## src/rtl/tsv_link_serdes_if.sv

```systemverilog
// Handshake/bus bundle between self_test, the TSV link serdes and the serial TSV pins.
// master: drives tx_req/tx_data/tsv_rx; slave: the serdes, drives status, tsv_tx and rx_* outputs.
interface tsv_link_serdes_if #(
   parameter int DATA_W = 32
);
   logic              tx_req;
   logic [DATA_W-1:0] tx_data;
   logic              tx_busy;
   logic              tx_done;
   logic              tx_drop;
   logic              tsv_tx;
   logic              tsv_rx;
   logic [DATA_W-1:0] rx_word;
   logic              rx_valid;
   logic              rx_err;
   logic [7:0]        err_cnt;

   modport master (
      output tx_req, tx_data, tsv_rx,
      input  tx_busy, tx_done, tx_drop, tsv_tx,
      input  rx_word, rx_valid, rx_err, err_cnt
   );

   modport slave (
      input  tx_req, tx_data, tsv_rx,
      output tx_busy, tx_done, tx_drop, tsv_tx,
      output rx_word, rx_valid, rx_err, err_cnt
   );
endinterface

```

## src/rtl/tsv_link_serdes.sv

```systemverilog
// Inter-layer TSV link: serialises self_test words onto a 1-bit TSV and deserialises the
// adjacent layer's frames, holding each good word on rx_word for HOLD_CYC cycles.
// Ports: clk, rst (sync, active high), bus (slave modport: tx_req/tx_data in, tx_busy/
// tx_done/tx_drop/tsv_tx out, tsv_rx in, rx_word/rx_valid/rx_err/err_cnt out).
module tsv_link_serdes #(
   parameter int DATA_W   = 32,
   parameter int BIT_DIV  = 4,
   parameter int HOLD_CYC = 4
) (
   input logic               clk,
   input logic               rst,
   tsv_link_serdes_if.slave  bus
);
   localparam int FW  = DATA_W + 3;
   localparam int IW  = $clog2(FW);
   localparam int CW  = $clog2(BIT_DIV);
   localparam int RIW = (DATA_W > 1) ? $clog2(DATA_W) : 1;
   localparam int HW  = $clog2(HOLD_CYC + 1);

   typedef enum logic {TX_IDLE, TX_SHIFT} tx_state_t;
   typedef enum logic [2:0] {RX_IDLE, RX_START, RX_DATA, RX_PAR, RX_STOP} rx_state_t;

   tx_state_t         tx_state;
   logic [CW-1:0]     tx_cnt;
   logic [IW-1:0]     tx_idx;
   logic [DATA_W+1:0] tx_sh;

   rx_state_t         rx_state;
   logic              sync1, sync2;
   logic [CW-1:0]     rx_cnt;
   logic [RIW-1:0]    rx_idx;
   logic [DATA_W-1:0] rx_sh;
   logic              rx_par;
   logic [HW-1:0]     hold_cnt;

   // tx_sh holds the bits after the start bit: data, parity, stop (LSB first).
   always_ff @(posedge clk) begin
      if (rst) begin
         tx_state    <= TX_IDLE;
         tx_cnt      <= '0;
         tx_idx      <= '0;
         tx_sh       <= '0;
         bus.tsv_tx  <= 1'b1;
         bus.tx_busy <= 1'b0;
         bus.tx_done <= 1'b0;
         bus.tx_drop <= 1'b0;
      end else begin
         bus.tx_done <= 1'b0;
         bus.tx_drop <= 1'b0;
         unique case (tx_state)
            TX_IDLE: begin
               if (bus.tx_req) begin
                  tx_sh       <= {1'b1, ^bus.tx_data, bus.tx_data};
                  bus.tsv_tx  <= 1'b0;
                  bus.tx_busy <= 1'b1;
                  tx_cnt      <= '0;
                  tx_idx      <= '0;
                  tx_state    <= TX_SHIFT;
               end
            end
            TX_SHIFT: begin
               if (bus.tx_req) bus.tx_drop <= 1'b1;
               if (tx_cnt == CW'(BIT_DIV - 1)) begin
                  tx_cnt <= '0;
                  if (tx_idx == IW'(FW - 1)) begin
                     tx_state    <= TX_IDLE;
                     bus.tx_busy <= 1'b0;
                     bus.tx_done <= 1'b1;
                     bus.tsv_tx  <= 1'b1;
                  end else begin
                     tx_idx     <= tx_idx + 1'b1;
                     bus.tsv_tx <= tx_sh[0];
                     tx_sh      <= {1'b1, tx_sh[DATA_W+1:1]};
                  end
               end else begin
                  tx_cnt <= tx_cnt + 1'b1;
               end
            end
            default: tx_state <= TX_IDLE;
         endcase
      end
   end

   // Hold countdown runs first; a good stop sample below overrides it and restarts.
   always_ff @(posedge clk) begin
      if (rst) begin
         rx_state     <= RX_IDLE;
         sync1        <= 1'b1;
         sync2        <= 1'b1;
         rx_cnt       <= '0;
         rx_idx       <= '0;
         rx_sh        <= '0;
         rx_par       <= 1'b0;
         hold_cnt     <= '0;
         bus.rx_word  <= '0;
         bus.rx_valid <= 1'b0;
         bus.rx_err   <= 1'b0;
         bus.err_cnt  <= '0;
      end else begin
         sync1      <= bus.tsv_rx;
         sync2      <= sync1;
         bus.rx_err <= 1'b0;
         if (hold_cnt == HW'(1)) begin
            hold_cnt     <= '0;
            bus.rx_word  <= '0;
            bus.rx_valid <= 1'b0;
         end else if (hold_cnt != '0) begin
            hold_cnt <= hold_cnt - 1'b1;
         end
         unique case (rx_state)
            RX_IDLE: begin
               if (!sync2) begin
                  rx_cnt   <= '0;
                  rx_state <= RX_START;
               end
            end
            RX_START: begin
               if (rx_cnt == CW'(BIT_DIV / 2 - 1)) begin
                  rx_cnt   <= '0;
                  rx_idx   <= '0;
                  rx_state <= sync2 ? RX_IDLE : RX_DATA;
               end else begin
                  rx_cnt <= rx_cnt + 1'b1;
               end
            end
            RX_DATA: begin
               if (rx_cnt == CW'(BIT_DIV - 1)) begin
                  rx_cnt <= '0;
                  rx_sh  <= {sync2, rx_sh[DATA_W-1:1]};
                  if (rx_idx == RIW'(DATA_W - 1)) rx_state <= RX_PAR;
                  else rx_idx <= rx_idx + 1'b1;
               end else begin
                  rx_cnt <= rx_cnt + 1'b1;
               end
            end
            RX_PAR: begin
               if (rx_cnt == CW'(BIT_DIV - 1)) begin
                  rx_cnt   <= '0;
                  rx_par   <= sync2;
                  rx_state <= RX_STOP;
               end else begin
                  rx_cnt <= rx_cnt + 1'b1;
               end
            end
            RX_STOP: begin
               if (rx_cnt == CW'(BIT_DIV - 1)) begin
                  rx_cnt   <= '0;
                  rx_state <= RX_IDLE;
                  if (sync2 && (rx_par == ^rx_sh)) begin
                     bus.rx_word  <= rx_sh;
                     bus.rx_valid <= 1'b1;
                     hold_cnt     <= HW'(HOLD_CYC);
                  end else begin
                     bus.rx_err <= 1'b1;
                     if (bus.err_cnt != 8'hFF) bus.err_cnt <= bus.err_cnt + 1'b1;
                  end
               end else begin
                  rx_cnt <= rx_cnt + 1'b1;
               end
            end
            default: rx_state <= RX_IDLE;
         endcase
      end
   end
endmodule

```

## src/flat_wrapper.sv

```systemverilog
// flat-port wrapper written by rule: the top's interface ports become plain ports
module tsv_link_serdes_flat 
#(
   parameter int DATA_W   = 32,
   parameter int BIT_DIV  = 4,
   parameter int HOLD_CYC = 4
)
  (clk, rst, bus_tx_req, bus_tx_data, bus_tsv_rx, bus_tx_busy, bus_tx_done, bus_tx_drop, bus_tsv_tx, bus_rx_word, bus_rx_valid, bus_rx_err, bus_err_cnt);
  tsv_link_serdes_if #(.DATA_W(DATA_W)) bus_i ();
  input logic clk;
  input logic rst;
  input wire logic [$bits(bus_i.tx_req)-1:0] bus_tx_req;
  input wire logic [$bits(bus_i.tx_data)-1:0] bus_tx_data;
  input wire logic [$bits(bus_i.tsv_rx)-1:0] bus_tsv_rx;
  output wire logic [$bits(bus_i.tx_busy)-1:0] bus_tx_busy;
  output wire logic [$bits(bus_i.tx_done)-1:0] bus_tx_done;
  output wire logic [$bits(bus_i.tx_drop)-1:0] bus_tx_drop;
  output wire logic [$bits(bus_i.tsv_tx)-1:0] bus_tsv_tx;
  output wire logic [$bits(bus_i.rx_word)-1:0] bus_rx_word;
  output wire logic [$bits(bus_i.rx_valid)-1:0] bus_rx_valid;
  output wire logic [$bits(bus_i.rx_err)-1:0] bus_rx_err;
  output wire logic [$bits(bus_i.err_cnt)-1:0] bus_err_cnt;
  assign bus_i.tx_req = bus_tx_req;
  assign bus_i.tx_data = bus_tx_data;
  assign bus_i.tsv_rx = bus_tsv_rx;
  assign bus_tx_busy = bus_i.tx_busy;
  assign bus_tx_done = bus_i.tx_done;
  assign bus_tx_drop = bus_i.tx_drop;
  assign bus_tsv_tx = bus_i.tsv_tx;
  assign bus_rx_word = bus_i.rx_word;
  assign bus_rx_valid = bus_i.rx_valid;
  assign bus_rx_err = bus_i.rx_err;
  assign bus_err_cnt = bus_i.err_cnt;
  tsv_link_serdes #(.DATA_W(DATA_W), .BIT_DIV(BIT_DIV), .HOLD_CYC(HOLD_CYC)) u_core (.clk(clk), .rst(rst), .bus(bus_i));
endmodule
```

## config.mk

```make
export PLATFORM = sky130hd
export DESIGN_NAME = tsv_link_serdes_flat
export DESIGN_NICKNAME = d
export VERILOG_FILES = /design/src/rtl/tsv_link_serdes_if.sv /design/src/rtl/tsv_link_serdes.sv /design/src/flat_wrapper.sv
export SDC_FILE = /design/constraint.sdc
export NUM_CORES = 1
export LEC_CHECK = 0
export ABC_AREA = 1
export CELL_PAD_IN_SITES_DETAIL_PLACEMENT = 1
export CELL_PAD_IN_SITES_GLOBAL_PLACEMENT = 1
export CORE_ASPECT_RATIO = 1.5
export CORE_MARGIN = 4
export CORE_UTILIZATION = 42
export CTS_CLUSTER_DIAMETER = 150
export DETAILED_ROUTE_END_ITERATION = 8
export DONT_BUFFER_PORTS = 1
export MAX_ROUTING_LAYER = met4
export PLACE_DENSITY = 0.78
export SYNTH_ARGS = -nofsm -noshare
export SYNTH_HDL_FRONTEND = slang
export SYNTH_SLANG_ARGS = --single-unit
```

## constraint.sdc

```tcl
create_clock -name clk -period 2.1 [get_ports clk]
set_input_delay 0 -clock clk [delete_from_list [all_inputs] [get_ports clk]]
set_output_delay 0 -clock clk [all_outputs]
set_load 0.01 [all_outputs]
```

==> flow_metrics.env <==
export IMPL_synthTopCellsByCount="nand2_1 (272), dfxtp_1 (137), inv_1 (73)"
export IMPL_power_density_mw_per_mm2=830
export IMPL_setup_slack_ps=50.4
export IMPL_netlist_area_mm2=0.00657
export IMPL_cts_sinks=137
export IMPL_cp_start_kind="flip-flop"
export IMPL_track_usage=0.216
export IMPL_fin_crit_sh=0.976
export IMPL_path_buf_inv=3
export IMPL_max_cap_violations=0
export IMPL_die_area_mm2=0.0177
export IMPL_final_nets=996
export IMPL_portBuffers=0
export IMPL_pre_cts_ws_ps=125
export IMPL_yosysUniqueCellTypes=34
export IMPL_grt_pass1_vias=6381
export IMPL_final_setup_viol_count=0
export IMPL_max_slew_margin=0.714
export IMPL_yosys_warnings=0
export IMPL_irDropWorstVdd_mv=0.396
export IMPL_clkLatencyLatePin_ps=420
export IMPL_pwr_share_seq=0.408
export IMPL_drt_initial_drc_count=211
export IMPL_grt_pass1_wl_um=30200
export IMPL_path_delay_family="simple AND/OR/NAND/NOR gates"
export IMPL_antenna_cells=0
export IMPL_detailed_place_hpwl_um=11700
export IMPL_io_pins=82
export IMPL_hold_class="in2reg"
export IMPL_antenna_found_initial=0
export IMPL_vias=6186
export IMPL_core_area_mm2=0.0152
export IMPL_cts_tree="done"
export IMPL_dpl_cell_area_mm2=0.00686
export IMPL_synth_top_cell_by_area="dfxtp_1"
export IMPL_worst_slew_pin_slew_ps=427
export IMPL_maxSlewViolCount=0
export IMPL_clock_fmax_ghz=0.488
export IMPL_critical_path_required_ps=2450
export IMPL_avgSynthCellArea_um2=7.27
export IMPL_crit_path_max_fanout=8
export IMPL_area_delta_synth_final_pct=25.0
export IMPL_leakage_uw=0.00342
export IMPL_grt_max_degree=66
export IMPL_p_clk_frac=0.437
export IMPL_async_flop_share=0
export IMPL_fin_crit_ps=2050
export IMPL_cts_max_level=4
export IMPL_slowest_delay_ps=360
export IMPL_synth_fp_nets=951
export IMPL_drive_above_1_share=0.219
export IMPL_arrival_ps=2400
export IMPL_ant_nets=0
export IMPL_crit_type="reg2reg"
export IMPL_synth_edf_count=0
export IMPL_rsz0062_at_grt="true"
export IMPL_routed_wl_um=19600
export IMPL_start_util=0.432
export IMPL_crit_chain="inv_2, nand2_1, nand2_1, nand3_2, nand2_2, nand2_2, nand2_2, nand2_1, nand2_1, nand2_2, nand3_2, nand4_4, inv_2, nand2_4, clkbuf_16, o21ai_2"
export IMPL_gp_congestion=0.826
export IMPL_cts_inserted_buffers=17
export IMPL_vias_per_cell=5.33
export IMPL_switchingPower_uw=1930
export IMPL_stdcell_area_mm2=0.00821
export IMPL_synth_area_leaders="dfxtp_1 (42%), nand2_1 (16%), o21ai_0 (5.3%)"
export IMPL_drcViolationCount=0
export IMPL_gr_total_overflow=0
export IMPL_die_height_um=161
export IMPL_syn_instance_count=903
export IMPL_synth_seq_cells=137
export IMPL_end_kind="flip-flop"
export IMPL_dieWidth_um=110
export IMPL_yosysMostFrequentCell="nand2_1"
export IMPL_power_frac_comb=0.155
export IMPL_netlist_area_leader_share=0.418
export IMPL_yosys_most_used_dff="dfxtp_1"
export IMPL_firstDrtPassIters=4
export IMPL_fin_skew_ps=11.8
export IMPL_routedWlPerCell_um=16.9
export IMPL_synth_seq_area_share=0.418
export IMPL_critPathSlowestCell="dfxtp_4"
export IMPL_finalHoldViolations=0
export IMPL_p_sw_frac=0.283
export IMPL_intPower_uw=4890
export IMPL_clock_path_buffers=2
export IMPL_fp_row_count=55
export IMPL_clk_pin_slew_ps=60
export IMPL_status="finished clean"
export IMPL_cts_root_buf="clkbuf_16"
## final timing paths
check / startpoint / endpoint / slack, ps / cells after the start
worst min register to register: u_core.sync1 / u_core.sync2 / 410 / 1
worst max-delay path: u_core.rx_sh[28] / u_core.bus.rx_word[20] / 50 / 16
worst min-delay path: bus_tsv_rx / u_core.sync1 / 230 / 2
worst max register to register: u_core.rx_sh[28] / u_core.bus.rx_word[20] / 50 / 16
## cells by family (layout without fill, tap and decap cells)
logic type,after synthesis,after routing,share of synthesized area
xor gates and xnor gates,41,41,0.0547
buffers and inverters,122,180,0.0737
adders and majority gates,12,12,0.0229
and+or+nand+nor,399,399,0.258
DFF,137,137,0.418
AOI/OAI and AO/OA,192,192,0.173
## state kept, by name (all words and copies together), names as in the netlist, 2 cells and up
signal / flops
u_core.tx_sh: 34
u_core.bus.rx_word: 32
u_core.rx_sh: 32
u_core.bus.err_cnt: 8
u_core.tx_idx: 6
u_core.rx_idx: 5
u_core.hold_cnt: 3
u_core.rx_state: 3
u_core.rx_cnt: 2
u_core.tx_cnt: 2
## per-layer routing
layer,track usage,vias up,share of wire
met5,-,-,0
met4,0.0599,0,0.015
met3,0.0352,23,0.030
met2,0.405,101,0.58
met1,0.227,2990,0.38
li1,-,3072,-
## cell type report
cell class                 instances  area [um^2]
multi-input combinational        644         3500
tap                              199          249
fill                            1874         7000
sequential                       137         2800
clock buffer                      18          439
clock inverter                    14          146
inverter                          80          318
timing repair buffer              68          757
## cells in the final DEF, fill, tap and decap left out, types with 32 or more instances in the layout
cell / count
nand2_2: 32
nand2_1: 239
dfxtp_1: 108
a21oi_1: 51
dlygate4sd3_1: 36
inv_1: 48
nand3_1: 52
a31oi_1: 34
o21ai_0: 70
## power by group through the flow
stage	Sequential (uW)	Clock, uW	Combinational [uW]
after floorplan	2820	0	705
after global placement	2840	0	921
after detailed placement	2840	0	950
after CTS	2790	3040	1030
after global routing	2790	3140	1190
final	2780	2980	1050
## timing repair
action / in CTS / in global routing
resized for setup: 0 / 120
hold buffers: 37 / 0
buffers inserted: 0 / 7
setup endpoints to repair: 0 / 48
endpoints found under the hold margin: 77 / 0
## metrics by stage
| stage | util | hold slack, ps | TNS, ps | std cells | power [uW] |
|---|---|---|---|---|---|
| 2_1_floorplan | - | 104 | 0 | 903 | 3530 |
| 3_3_place_gp | 0.451 | 75.6 | 0 | 1080 | 3760 |
| 3_5_place_dp | 0.451 | 77.9 | 0 | 1080 | 3790 |
| 4_1_cts | 0.515 | 217 | 0 | 1149 | 6860 |
| 5_1_grt | 0.540 | 229 | -1980 | 1160 | 7130 |
| 6_report | 0.540 | 233 | 0 | 1160 | 6810 |
No activity file was read; power rests on OpenSTA's default activity.
